`src/rtl/seq_gen.sv`:
```
// seq_gen -- iterative generator for a two-term additive recurrence.
//
// Computes a(n) of a(k) = a(k-1) + a(k-2) with a(0)=s0 and a(1)=s1, one
// addition per clock, using a three-state FSMD (IDLE -> OP -> DONE -> IDLE).
// With s0=0, s1=1 this is Fibonacci; with s0=2, s1=1 it is Lucas.
//
// Parameters
//   W    result / seed width in bits (>= 2)
//   NW   index width in bits (>= 1)
//   SAT  0: additions wrap modulo 2^W, 1: additions saturate at 2^W-1
//
// Ports
//   clk        clock, rising edge
//   reset      asynchronous, active-high reset
//   start      request a computation (sampled only while ready=1)
//   abort      cancel an in-progress computation (sampled only in OP)
//   i          index n of the requested term
//   s0, s1     seed terms a(0), a(1)
//   ready      idle, able to accept start
//   done_tick  one-cycle pulse, f holds the result
//   f          result a(n), driven straight from the t1 register
//   ovf        sticky: some addition of the current/last run carried out
module seq_gen #(
  parameter int W   = 20,
  parameter int NW  = 5,
  parameter int SAT = 0
) (
  input  logic          clk,
  input  logic          reset,
  input  logic          start,
  input  logic          abort,
  input  logic [NW-1:0] i,
  input  logic [W-1:0]  s0,
  input  logic [W-1:0]  s1,
  output logic          ready,
  output logic          done_tick,
  output logic [W-1:0]  f,
  output logic          ovf
);

  localparam logic [1:0] IDLE = 2'd0;
  localparam logic [1:0] OP   = 2'd1;
  localparam logic [1:0] DONE = 2'd2;

  logic [1:0]    state_reg, state_next;
  logic [W-1:0]  t0_reg, t0_next;
  logic [W-1:0]  t1_reg, t1_next;
  logic [NW-1:0] n_reg, n_next;
  logic          ovf_reg, ovf_next;
  logic [W:0]    sum;

  // Full-width sum of the two held terms; bit W is the carry out.
  function automatic logic [W:0] add_wide(input logic [W-1:0] a, input logic [W-1:0] b);
    return {1'b0, a} + {1'b0, b};
  endfunction

  // Fold a carried-out sum back to W bits: clamp or wrap.
  function automatic logic [W-1:0] sat_wrap(input logic [W:0] s);
    if (s[W] && (SAT != 0))
      return '1;
    else
      return s[W-1:0];
  endfunction

  always_ff @(posedge clk or posedge reset) begin
    if (reset) begin
      state_reg <= IDLE;
      t0_reg    <= '0;
      t1_reg    <= '0;
      n_reg     <= '0;
      ovf_reg   <= 1'b0;
    end else begin
      state_reg <= state_next;
      t0_reg    <= t0_next;
      t1_reg    <= t1_next;
      n_reg     <= n_next;
      ovf_reg   <= ovf_next;
    end
  end

  always_comb begin
    state_next = state_reg;
    t0_next    = t0_reg;
    t1_next    = t1_reg;
    n_next     = n_reg;
    ovf_next   = ovf_reg;
    sum        = add_wide(t0_reg, t1_reg);
    case (state_reg)
      IDLE: begin
        // abort is deliberately not looked at here, so start always wins.
        if (start) begin
          t0_next    = s0;
          t1_next    = s1;
          n_next     = i;
          ovf_next   = 1'b0;
          state_next = OP;
        end
      end
      OP: begin
        if (abort) begin
          state_next = IDLE;
        end else if (n_reg == '0) begin
          // a(0) requested: the answer is the first seed.
          t1_next    = t0_reg;
          state_next = DONE;
        end else if (n_reg == NW'(1)) begin
          state_next = DONE;
        end else begin
          // Slide the window one term forward; n counts down to 1, so the
          // largest index never wraps.
          t0_next = t1_reg;
          t1_next = sat_wrap(sum);
          n_next  = n_reg - NW'(1);
          if (sum[W])
            ovf_next = 1'b1;
        end
      end
      DONE: begin
        state_next = IDLE;
      end
      default: begin
        state_next = IDLE;
      end
    endcase
  end

  assign ready     = (state_reg == IDLE);
  assign done_tick = (state_reg == DONE);
  assign f         = t1_reg;
  assign ovf       = ovf_reg;

endmodule

```
`config.mk`:
```
export PLATFORM = sky130hd
export DESIGN_NAME = seq_gen
export DESIGN_NICKNAME = d
export VERILOG_FILES = /design/src/rtl/seq_gen.sv
export SDC_FILE = /design/constraint.sdc
export NUM_CORES = 1
export LEC_CHECK = 0
export ABC_AREA = 1
export CORE_MARGIN = 2
export CORE_UTILIZATION = 45
export CTS_CLUSTER_SIZE = 25
export DETAILED_ROUTE_END_ITERATION = 6
export GPL_TIMING_DRIVEN = 0
export PLACE_DENSITY = 0.67
export SYNTH_ARGS = -nofsm -noshare
export SYNTH_HDL_FRONTEND = slang
export SYNTH_SLANG_ARGS = --single-unit
```
`constraint.sdc`:
```
create_clock -name clk -period 2.2 [get_ports clk]
set_clock_uncertainty 0.05 [all_clocks]
set_input_delay 0.44 -clock clk [delete_from_list [all_inputs] [get_ports clk]]
set_output_delay 0.44 -clock clk [all_outputs]
set_load 0.01 [all_outputs]
```
# Word level (Yosys, flattened, before mapping)

Cells that the tools add are included.

Reductions and logical operators: 7
Muxes and demuxes: 26
Add/sub/neg operators: 2
Equal/unequal tests: 10

Operators by type and width:

| operator            | count |
|---|---|
| $mux 20             | 8 |
| $pmux 20 s2         | 2 |
| $add 20x20->21      | 1 |
| $mux 5              | 4 |
| $ne 2x2->1 const B  | 5 |
| $pmux 5 s2          | 1 |
| $mux 2              | 4 |
| $reduce_and 6->1    | 1 |
| $eq 5x1->1 const B  | 1 |
| $logic_not 5->1     | 1 |
| $mux 1              | 5 |
| $reduce_and 5->1    | 1 |
| $sub 5x1->5 const B | 1 |
| $ne 4x4->1 const B  | 1 |
| $pmux 2 s2          | 1 |
| $reduce_and 4->1    | 1 |
| $ne 3x3->1 const B  | 1 |
| $eq 2x1->1 const B  | 1 |
| $eq 2x2->1 const B  | 1 |
| $logic_not 2->1     | 1 |
| $pmux 1 s2          | 1 |
| $reduce_and 2->1    | 1 |
| $reduce_bool 2->1   | 1 |

Input port bits: 49
Register bits: 48
Logic and storage cells: 50

# Depth between registers and ports, before layout

Gate-level depths: netlist (run 1).

Depth in word-level cells: 6
Depth in mapped cells: 14

# Least setup slack after synthesis (run 1)

OpenSTA, ideal clock, no wires.

Kind: register -> register
Start point: reg t1_reg[0] (netlist: f[0])
End point: reg t1_reg[8] (netlist: f[8])
Library setup time: 0.077 ns
Slack: 0.247 ns
Cell stages (with the launch flop): 14
Data required time: 2.073 ns
Arrival: 1.826 ns
Clock period less this slack: 1.953 ns
Path through: dfrtp_1 ha_1 inv_1 fa_1 inv_1 nand3_1 nand3_1 nand2_1 nand2_1 xor2_1 nand2_1 nand2_1 nand2_1 a21oi_1

Longest elaborated chain between the ends: 5

RTL lines:

| element                | line | RTL |
|---|---|---|
| from (decl)            | 47   | `logic [W-1:0] t1_reg, t1_next;` |
| from (signal assigned) | 75   | `t1_reg <= t1_next;` |
| $add 20x20->21         | 54   | `return {1'b0, a} + {1'b0, b};` |
| $mux 20                | 106  | `end else if (n_reg == NW'(1)) begin` |
| $mux 20                | 102  | `end else if (n_reg == '0) begin` |
| $mux 20                | 100  | `if (abort) begin` |
| $pmux 20 s2            | 88   | `case (state_reg)` |

Every way passes these cells. The select of a mux whose other input is x is not followed.
A chain may end at the register's enable or synchronous reset.

# Worst setup path after layout (run 1)

Start point: reg n_reg[0]
End point: reg t0_reg[0]

Longest elaborated chain between the ends: 3
Elaborated cells on any way between the ends: 5

RTL lines:

| element                                              | line     | RTL |
|---|---|---|
| from (decl)                                          | 48       | `logic [NW-1:0] n_reg, n_next;` |
| from (signal assigned)                               | 76       | `n_reg <= n_next;` |
| $eq 5x1->1 / $logic_not 5->1 (equally long branches) | 106, 102 |  |
| $ne 2x2->1 (no line)                                 | -        |  |
| $reduce_and 5->1 (no line) *                         | -        |  |
| to (signal assigned)                                 | 74       | `t0_reg <= t0_next;` |
| to (decl)                                            | 46       | `logic [W-1:0] t0_reg, t0_next;` |

Mark *: on every way between the ends. The rest lies on a longest branch, timed or not.

==> metrics.md, run 1 <==
| Metric | Value |
|---|---|
| I/O pin total | 72 |
| Minimum clock period | 2.087 ns |
| Cell Count, Final, Fillers Out | 751 |
| Setup repair after global routing missed its margin | false |
| Final antenna diode count | 0 |
| Status | finished clean |
| First-pass GRT wire length | 18.99 mm |
| Detail-routed net length per standard cell | 16.09 um |
| Maximum level of the CTS H-tree | 2 |
| Total core area | 8134 um2 |
| Routed WL | 12.08 mm |
| Kind of critical path | flop to flop |
| Chip Height | 95.35 um |
| Post-synthesis instance total | 560 |
| Max VDD drop | 0.0006971 V |
| Path type of the worst min-delay path | primary input to asynchronous set/reset pin |
| Max Fanout on Critical Path | 10 |
| Clock buffer count from CTS | 5 |
| Pre-CTS setup slack | -0.1108 ns |
| Die footprint | 9091 um2 |
| Number of max-slew violations in the final report | 0 |
| Count of input and output buffers | 71 |
| Mean number of vias per cell | 5.286 |
| Number of maximum-capacitance violations | 0 |
| Final Hold Viols | 0 |
| Launching element type of the critical path | flop |
| Quantity of hold-fixing buffers added after cts | 0 |
| DP Area | 4617 um2 |
| Number of DRC markers in iteration 0 | 158 |
| Final core utilization | 59.84% |
| Count of unresolved DRC violations after routing | 0 |
| Number of core rows | 33 |
| Number of vias in the routed layout | 3970 |
| Depth of the most critical reg-to-reg path | 10 |
| Worst r2r src | n_reg[0] |
| Clock Tree Buf Depth | 2 |
| Number of distinct standard cells referenced by the synthesized netlist | 31 |
| Number of flip-flops and latches in the synthesized netlist | 48 |
| WHS | 0.3990 ns |
| Number of global-route vias before repair | 3795 |
| Number of antenna violations at the first check in global routing | 0 |
| Final #Nets | 718 |
| Share of post-route cells with drive strength above 1 | 7.895% |
| Clock root cell | sky130_fd_sc_hd__clkbuf_8 |
| Total negative setup slack | 0 ns |
| Mean post-synth cell area | 6.705 um2 |
| Worst slew pin tran | 0.6780 ns |
| Clk Latency, worst-skew pair | 0.31 ns |
| Clock tree from TritonCTS | yes |
| Global-route usage over all layers | 27.53% |
| Number of synthesis warnings | 0 |
| Residual antenna-violating net count after detailed routing | 0 |
| Width of the die | 95.35 um |
| Effective utilization at floorplan | 46.16% |
| Leak pwr | 2.334 nW |
| Required time of the worst setup path | 2.38 ns |
| Power per cell area | 1808 nW/um2 |
| Clk slew on worst S/H paths | 0.10 ns |
| Endpoint kind of the worst setup timing path | flop |
| Flop2flop setup slack | 0.11 ns |
| Final setup violation count | 0 |
| Area growth from synthesis to final layout | 29.62% |
| Post-route total power | 8.800 mW |
| Post-synthesis cell area | 3755 um2 |
| Final period utilization | 94.84% |
| Number of iterations in the first detailed-routing pass | 5 |
| Final instance area | 4867 um2 |
| Cell count after placement | 737 |
| Net count after synthesis | 633 |
| Number of sinks on the clock net | 48 |
| Final worst slack | 0.1135 ns |
| Gp weighted congestion | 0.9457 |
| Proportion of synthesized chip area in sequential cells | 31.99% |
| Fmax | 0.4793 GHz |
| Placed wire-length estimate after detailed placement | 9.115 mm |
| Max-Slew Margin vs Limit | 54.80% |
| Largest net degree at the start of global routing | 30 |
| Total congestion overflow after global routing | 0 |
| Data arrival time of the critical path | 2.27 ns |
| R2R Path End | t0_reg[0] |
## worst max-delay path, stage by stage, from the launching register on
cell and delay [ns]:
sky130_fd_sc_hd__dfrtp_1 0.37, sky130_fd_sc_hd__inv_1 0.08, sky130_fd_sc_hd__ha_1 0.23, sky130_fd_sc_hd__nand3_4 0.14, sky130_fd_sc_hd__inv_2 0.13, sky130_fd_sc_hd__a31oi_2 0.20
sky130_fd_sc_hd__inv_2 0.08, sky130_fd_sc_hd__a21oi_4 0.29, sky130_fd_sc_hd__buf_4 0.24, sky130_fd_sc_hd__o211ai_1 0.09, sky130_fd_sc_hd__o21ai_0 0.10
## layout make-up
class | instances | area, um2
well taps | 105 | 131.4
multi-input cells | 425 | 2243
repair buffers | 78 | 788.3
plain buffers | 21 | 133.9
clock inverters | 2 | 38.79
clock buffers | 6 | 82.58
fillers | 778 | 3267
flip-flops and latches | 48 | 1201
inverters | 66 | 247.7
## worst max-delay path by stage
stage                   start         to  depth (start not counted)
finish               n_reg[0]  t0_reg[0]                         10
CTS                      f[0]        ovf                         14
floorplan                f[0]       f[8]                         13
detailed placement       f[0]        ovf                         14
global placement        reset  t0_reg[5]                          2
global route        t0_reg[0]        ovf                         14
## kinds of logic (layout without fill, tap and decap cells)
logic type                 Yosys count  in the layout  synth area share [%]
and+or+nand+nor                    275            275                 30.49
AOI/OAI and AO/OA                  119            119                 17.86
buffers and inverters               87            173                 9.830
DFF                                 48             48                 31.99
adders and majority gates           24             24                 8.197
xor gates and xnor gates             7              7                 1.633
## synthesized netlist by cell type
| cell | number | area share [%] |
|---|---|---|
| sky130_fd_sc_hd__a211oi_1 | 2 | 0.40 |
| sky130_fd_sc_hd__a21oi_1 | 56 | 7.5 |
| sky130_fd_sc_hd__a21oi_4 | 1 | 0.43 |
| sky130_fd_sc_hd__a22oi_1 | 2 | 0.40 |
| sky130_fd_sc_hd__a31oi_1 | 21 | 3.5 |
| sky130_fd_sc_hd__and2_1 | 2 | 0.33 |
| sky130_fd_sc_hd__buf_2 | 4 | 0.53 |
| sky130_fd_sc_hd__buf_4 | 2 | 0.40 |
| sky130_fd_sc_hd__buf_6 | 4 | 1.2 |
| sky130_fd_sc_hd__clkbuf_1 | 11 | 1.1 |
| sky130_fd_sc_hd__dfrtp_1 | 48 | 32 |
| sky130_fd_sc_hd__fa_1 | 1 | 0.53 |
| sky130_fd_sc_hd__ha_1 | 23 | 7.7 |
| sky130_fd_sc_hd__inv_1 | 61 | 6.1 |
| sky130_fd_sc_hd__inv_2 | 5 | 0.50 |
| sky130_fd_sc_hd__nand2_1 | 162 | 16 |
| sky130_fd_sc_hd__nand3_1 | 37 | 4.9 |
| sky130_fd_sc_hd__nand3_4 | 1 | 0.47 |
| sky130_fd_sc_hd__nand3b_1 | 1 | 0.20 |
| sky130_fd_sc_hd__nand4_1 | 1 | 0.17 |
| sky130_fd_sc_hd__nor2_1 | 63 | 6.3 |
| sky130_fd_sc_hd__nor2_4 | 3 | 0.90 |
| sky130_fd_sc_hd__nor3_1 | 3 | 0.40 |
| sky130_fd_sc_hd__nor3_4 | 1 | 0.43 |
| sky130_fd_sc_hd__o211ai_1 | 7 | 1.4 |
| sky130_fd_sc_hd__o21ai_0 | 25 | 3.3 |
| sky130_fd_sc_hd__o21ai_1 | 1 | 0.13 |
| sky130_fd_sc_hd__o21bai_1 | 4 | 0.80 |
| sky130_fd_sc_hd__or2_2 | 1 | 0.17 |
| sky130_fd_sc_hd__xnor2_1 | 3 | 0.70 |
| sky130_fd_sc_hd__xor2_1 | 4 | 0.93 |
## layer usage
metal / global-route usage, % / share of wire [%] / vias to the layer above / wire length, um
li1: - / - / 2001 / -
met1: 37.38 / 46 / 1860 / 5569
met2: 45.72 / 47 / 99 / 5720
met3: 4.427 / 5.2 / 10 / 630
met4: 6.884 / 1.3 / 0 / 161
met5: 0 / 0 / - / 0
## cell usage in the layout, fill, tap and decap left out, drive strengths merged, types with 17 or more instances in the layout
master	count
a21oi	57
o21ai	26
dfrtp	48
buf	17
nor2	66
clkdlybuf4s50	71
nand3	38
a31oi	21
ha	23
clkbuf	17
inv	66
nand2	162
## repair_timing
action	4_1_cts	5_1_grt
setup buffers	3	3
pin swaps	1	3
setup endpoints to repair	14	18
resized for setup	6	12
## where the power goes
part	switching, mW	internal (mW)	leakage [nW]
sequential	0.451	1.33	0.547
combinational	3.78	2.54	1.73
clock	0.335	0.372	0.0614
total	4.56	4.24	2.33
Power figures use the tool's default switching activity.
==> run 2: changes to the inputs <==
- CORE_MARGIN: 2 -> default
==> run 2 against run 1 <==
Total power is 0.16% higher. Setup slack better by 0.0014 ns. Cell count is 0.53% lower. First-iteration DRC count is 12% lower. Clock-buffer cell count is 1 higher. Clock power is 2% higher.
==> metrics.md, run 2 (synthesis gave the netlist of run 1 again) <==
| Metric | Value |
|---|---|
| Number of DRC markers in iteration 0 | 139 (-12%) |
| Number of maximum-capacitance violations | 0 (unchanged) |
| First-pass GRT wire length | 19.03 mm (+0.22%) |
| Status | finished clean |
| Number of iterations in the first detailed-routing pass | 5 (unchanged) |
| Launching element type of the critical path | flop |
| Power per cell area | 1819 nW/um2 (+0.62%) |
| Worst r2r src | n_reg[0] |
| Residual antenna-violating net count after detailed routing | 0 (unchanged) |
| Clk slew on worst S/H paths | 0.10 ns (about the same) |
| Quantity of hold-fixing buffers added after cts | 0 (unchanged) |
| Final instance area | 4845 um2 (-0.46%) |
| Required time of the worst setup path | 2.39 ns (about the same) |
| Max Fanout on Critical Path | 10 (unchanged) |
| Kind of critical path | flop to flop |
| Number of antenna violations at the first check in global routing | 0 (unchanged) |
| Clk Latency, worst-skew pair | 0.32 ns (about the same) |
| Origin of the worst setup path | n_reg[0] |
| Number of vias in the routed layout | 3953 (-0.43%) |
| Total congestion overflow after global routing | 0 (unchanged) |
| Area growth from synthesis to final layout | 29.02% |
| Gp weighted congestion | 0.8940 (-5.5%) |
| Most common library cell in the layout ignoring fill and taps | sky130_fd_sc_hd__nand2_1 |
| Maximum level of the CTS H-tree | 2 (unchanged) |
| Routed WL | 11.97 mm (-0.92%) |
| Final #Nets | 717 (-0.14%) |
| Number of sinks on the clock net | 48 (unchanged) |
| Clock tree from TritonCTS | yes |
| Largest net degree at the start of global routing | 30 (unchanged) |
| Most frequent cells in the layout | sky130_fd_sc_hd__nand2_1, sky130_fd_sc_hd__clkdlybuf4s50_1, sky130_fd_sc_hd__nor2_1, sky130_fd_sc_hd__inv_1, sky130_fd_sc_hd__a21oi_1 |
| Number of global-route vias before repair | 3866 (+1.9%) |
| Count of unresolved DRC violations after routing | 0 (unchanged) |
| Final Hold Viols | 0 (unchanged) |
| Number of max-slew violations in the final report | 0 (unchanged) |
| Number of core rows | 32 (-3.0%) |
| Detail-routed net length per standard cell | 16.03 um (-0.39%) |
| DP Area | 4613 um2 (about the same) |
| Placed wire-length estimate after detailed placement | 8.949 mm (-1.8%) |
| Chip Height | 93.35 um (-2.1%) |
| Clock buffer count from CTS | 5 (unchanged) |
| Max-Slew Margin vs Limit | 51.07% (-3.7 points) |
| Endpoint kind of the worst setup timing path | flop |
| Final setup violation count | 0 (unchanged) |
| Path type of the worst min-delay path | primary input to asynchronous set/reset pin |
| Post-route total power | 8.814 mW (+0.16%) |
| WHS | 0.4146 ns (+0.01563 ns) |
| Clock root cell | sky130_fd_sc_hd__clkbuf_8 |
| Global-route usage over all layers | 28.65% (+1.1 points) |
| I/O pin total | 72 (unchanged) |
| Leak pwr | 2.323 nW (-0.49%) |
| Max VDD drop | 0.0007727 V (+11%) |
| Final antenna diode count | 0 (unchanged) |
| Effective utilization at floorplan | 47.60% (+1.4 points) |
| Worst slew pin tran | 0.7339 ns (+0.05593 ns) |
| Data arrival time of the critical path | 2.28 ns (about the same) |
| Minimum clock period | 2.085 ns (-0.001398 ns) |
| Fmax | 0.4796 GHz (about the same) |
| Total core area | 7888 um2 (-3.0%) |
| Share of post-route cells with drive strength above 1 | 7.597% (-0.30 points) |
| Final core utilization | 61.42% (+1.6 points) |
| Final period utilization | 94.78% (about the same) |
| Die footprint | 8713 um2 (-4.2%) |
| Count of input and output buffers | 71 (unchanged) |
| Mean number of vias per cell | 5.292 (+0.10%) |
| Clock Tree Buf Depth | 2 (unchanged) |
| Width of the die | 93.35 um (-2.1%) |
## run 2: worst paths after layout
path / cells past startpoint / to / slack, ns
worst max-delay path: 10 / t0_reg[0] / 0.11
worst min-delay path: 2 / t0_reg[14] / 0.41
worst max register to register: 10 / t0_reg[0] / 0.11
worst min register to register: 2 / ovf / 0.51
max in group asynchronous: 3 / f[3] / 1.16
min in group clk: 2 / ovf / 0.51
## run 2: per-stage QoR
stage | TNS (ns) | std cells | setup WS (ns)
floorplan | 0 | 560 | 0.2471
global placement | -23.75 | 733 | -0.4949
detailed placement | -0.1510 | 734 | -0.1017
CTS | 0 | 742 | 0.01968
global route | -0.07667 | 747 | -0.02884
finish | 0 | 747 | 0.1149
## run 2: layout make-up
| cell class | count | area [um2] |
|---|---|---|
| fill | 787 | 3043 |
| multi-input combinational | 425 | 2235 |
| sequential | 48 | 1201 |
| timing repair buffer | 77 | 780.7 |
| inverter | 66 | 247.7 |
| tap | 102 | 127.6 |
| buffer | 21 | 126.4 |
| clock buffer | 7 | 96.34 |
| clock inverter | 1 | 30.03 |
## run 2: power breakdown
part           leakage [nW]  switching [mW]  internal [mW]
Combinational          1.71            3.79           2.52
Clock                0.0645           0.322          0.402
Sequential            0.547           0.447           1.33
Total                  2.32            4.56           4.25
## run 2: critical path, cell delays in order, from the launching register on
cell,delay [ns]
sky130_fd_sc_hd__dfrtp_1,0.41
sky130_fd_sc_hd__inv_1,0.09
sky130_fd_sc_hd__ha_1,0.23
sky130_fd_sc_hd__nand3_4,0.15
sky130_fd_sc_hd__inv_2,0.14
sky130_fd_sc_hd__a31oi_2,0.18
sky130_fd_sc_hd__inv_2,0.07
sky130_fd_sc_hd__a21oi_4,0.24
sky130_fd_sc_hd__buf_4,0.23
sky130_fd_sc_hd__o211ai_1,0.10
sky130_fd_sc_hd__o21ai_0,0.10
## run 2: per-layer routing
metal	up-vias	routed length [um]	global-route usage (%)
li1	1999	-	-
met1	1829	5498	38.95
met2	107	5707	47.67
met3	18	568	2.846
met4	0	197	9.359
met5	-	0	0
## run 2: repair_timing
action | in CTS | in global routing
setup endpoints to repair | 3 | 38
buffers inserted | 0 | 5
pin swaps | 0 | 6
resized for setup | 4 | 13
==> run 3: changes to the inputs <==
- CTS_BUF_LIST: default -> sky130_fd_sc_hd__clkbuf_16
==> run 3 against run 2 <==
Sequential share of layout area is 0.10 points lower. Global-route usage is 0.052 points lower. Setup slack worse by 0.023 ns.
==> metrics.md, run 3 (synthesis gave the netlist of run 1 again) <==
| Metric | Value |
|---|---|
| Status | finished clean |
| Path type of the worst min-delay path | primary input to asynchronous set/reset pin |
| Total core area | 7888 um2 (unchanged) |
| Kind of critical path | flop to flop |
| Number of global-route vias before repair | 3881 (+0.39%) |
| Final Hold Viols | 0 (unchanged) |
| Minimum clock period | 2.108 ns (+0.02269 ns) |
| Leak pwr | 2.328 nW (+0.23%) |
| Most frequent cells in the layout | sky130_fd_sc_hd__nand2_1, sky130_fd_sc_hd__clkdlybuf4s50_1, sky130_fd_sc_hd__nor2_1, sky130_fd_sc_hd__inv_1, sky130_fd_sc_hd__a21oi_1 |
| Max VDD drop | 0.0007964 V (+3.1%) |
| I/O pin total | 72 (unchanged) |
| Most common library cell in the layout ignoring fill and taps | sky130_fd_sc_hd__nand2_1 |
| Quantity of hold-fixing buffers added after cts | 0 (unchanged) |
| Chip Height | 93.35 um (unchanged) |
| Fmax | 0.4744 GHz (-1.1%) |
| Post-route total power | 8.940 mW (+1.4%) |
| Number of antenna violations at the first check in global routing | 0 (unchanged) |
| Final antenna diode count | 0 (unchanged) |
| Required time of the worst setup path | 2.36 ns (-0.03 ns) |
| Number of max-slew violations in the final report | 0 (unchanged) |
| Number of iterations in the first detailed-routing pass | 5 (unchanged) |
| Clock root cell | sky130_fd_sc_hd__clkbuf_16 |
| Count of unresolved DRC violations after routing | 0 (unchanged) |
| Count of input and output buffers | 71 (unchanged) |
| Clk Latency, worst-skew pair | 0.29 ns (-0.03 ns) |
| Routed WL | 11.89 mm (-0.65%) |
| Total congestion overflow after global routing | 0 (unchanged) |
| Cell Count, Final, Fillers Out | 745 (-0.27%) |
| Number of maximum-capacitance violations | 0 (unchanged) |
| Cell count after placement | 734 (unchanged) |
| Max Fanout on Critical Path | 10 (unchanged) |
| Setup repair after global routing missed its margin | true |
| Power per cell area | 1838 nW/um2 (+1.0%) |
| Clock tree from TritonCTS | yes |
| Number of DRC markers in iteration 0 | 168 (+21%) |
| Area used by sequential logic in the layout | 1201 um2 (unchanged) |
| Number of inserted filler cells in the final layout | 790 (+0.38%) |
| Final setup violation count | 0 (unchanged) |
| Clock buffer count from CTS | 5 (unchanged) |
| Final instance area | 4865 um2 (+0.41%) |
| DP Area | 4613 um2 (unchanged) |
| Launching element type of the critical path | flop |
| Data arrival time of the critical path | 2.27 ns (about the same) |
| Worst slew pin tran | 0.7143 ns (-0.01967 ns) |
| Placed wire-length estimate after detailed placement | 8.949 mm (unchanged) |
| Die footprint | 8713 um2 (unchanged) |
| Effective utilization at floorplan | 47.60% (unchanged) |
| Endpoint kind of the worst setup timing path | flop |
| Total negative setup slack | 0 ns (unchanged) |
| Number of vias in the routed layout | 4003 (+1.3%) |
| Global-route usage over all layers | 28.60% (-0.052 points) |
| Number of sinks on the clock net | 48 (unchanged) |
| Clk slew on worst S/H paths | 0.07 ns (-0.03 ns) |
| Max-Slew Margin vs Limit | 52.38% (+1.3 points) |
| Mean number of vias per cell | 5.373 (+1.5%) |
| Final period utilization | 95.81% (+1.0 points) |
| Share of post-route cells with drive strength above 1 | 6.998% (-0.60 points) |
| Largest net degree at the start of global routing | 30 (unchanged) |
| Width of the die | 93.35 um (unchanged) |
| Detail-routed net length per standard cell | 15.96 um (-0.38%) |
| Residual antenna-violating net count after detailed routing | 0 (unchanged) |
| First-pass GRT wire length | 19.06 mm (+0.18%) |
| Maximum level of the CTS H-tree | 2 (unchanged) |
| Number of core rows | 32 (unchanged) |
| Area growth from synthesis to final layout | 29.56% |
| Area taken by multi-input logic gates | 2233 um2 (about the same) |
| Gp weighted congestion | 0.8940 (unchanged) |
| Clock Tree Buf Depth | 2 (unchanged) |
| Final #Nets | 715 (-0.28%) |
run 3: cell count changes in the layout (fill, tap and decap cells not counted), moves of 2 or more:
cell,change
sky130_fd_sc_hd__nand2_1,-2
sky130_fd_sc_hd__clkbuf_16,+5
sky130_fd_sc_hd__nand2_2,+2
sky130_fd_sc_hd__clkinv_1,+2
sky130_fd_sc_hd__clkbuf_8,-7
sky130_fd_sc_hd__buf_4,-2
run 3: final timing paths:
kind | startpoint | end | slack (ns) | cells after the start
max | n_reg[0] | n_reg[1] | 0.09 | 10
min | reset | t0_reg[14] | 0.45 | 2
max reg2reg | n_reg[0] | n_reg[1] | 0.09 | 10
min reg2reg | ovf | ovf | 0.50 | 2
max in group asynchronous | reset | t0_reg[3] | 1.12 | 3
min in group clk | ovf | ovf | 0.50 | 2
run 3: metal layers:
metal / wire length, um / global-route usage [%]
met1: 5409 / 38.90
met2: 5604 / 47.86
met3: 704 / 3.171
met4: 174 / 8.205
met5: 0 / 0
run 3: cell type report:
type | instances | share of cell area, %
plain buffers | 21 | 2.598
clock inverters | 3 | 0.7716
well taps | 102 | 2.623
clock buffers | 5 | 2.572
inverters | 66 | 5.093
flip-flops and latches | 48 | 24.69
multi-input cells | 425 | 45.91
repair buffers | 75 | 15.74
run 3: per-stage QoR:
step           utilization (%)  setup slack [ns]  hold slack [ns]
3_5_place_dp             58.49           -0.1017           0.5013
3_3_place_gp             58.23           -0.4949           0.4731
4_1_cts                  60.64          0.004195           0.4551
5_1_grt                  61.68          -0.02183           0.4839
2_1_floorplan                -            0.2471           0.4757
6_report                 61.68           0.09220           0.4483
run 3: power breakdown:
| part | internal (mW) | switching, mW | total [mW] |
|---|---|---|---|
| combinational | 2.50 | 3.79 | 6.29 |
| sequential | 1.33 | 0.452 | 1.78 |
| clock | 0.529 | 0.337 | 0.866 |
run 3: timing repair:
item / in CTS / in global routing
setup endpoints to repair: 3 / 36
setup buffers: 0 / 3
pin swaps: 0 / 3
resized for setup: 3 / 14
run 3: worst max-delay path, stage by stage (launching register included):
cell and delay (ns):
sky130_fd_sc_hd__dfrtp_1 0.40, sky130_fd_sc_hd__inv_1 0.09, sky130_fd_sc_hd__ha_1 0.23, sky130_fd_sc_hd__nand3_4 0.15, sky130_fd_sc_hd__inv_2 0.14, sky130_fd_sc_hd__a31oi_1 0.21, sky130_fd_sc_hd__inv_2 0.08, sky130_fd_sc_hd__a21oi_4 0.25
sky130_fd_sc_hd__buf_4 0.23, sky130_fd_sc_hd__o211ai_1 0.09, sky130_fd_sc_hd__o21ai_0 0.10
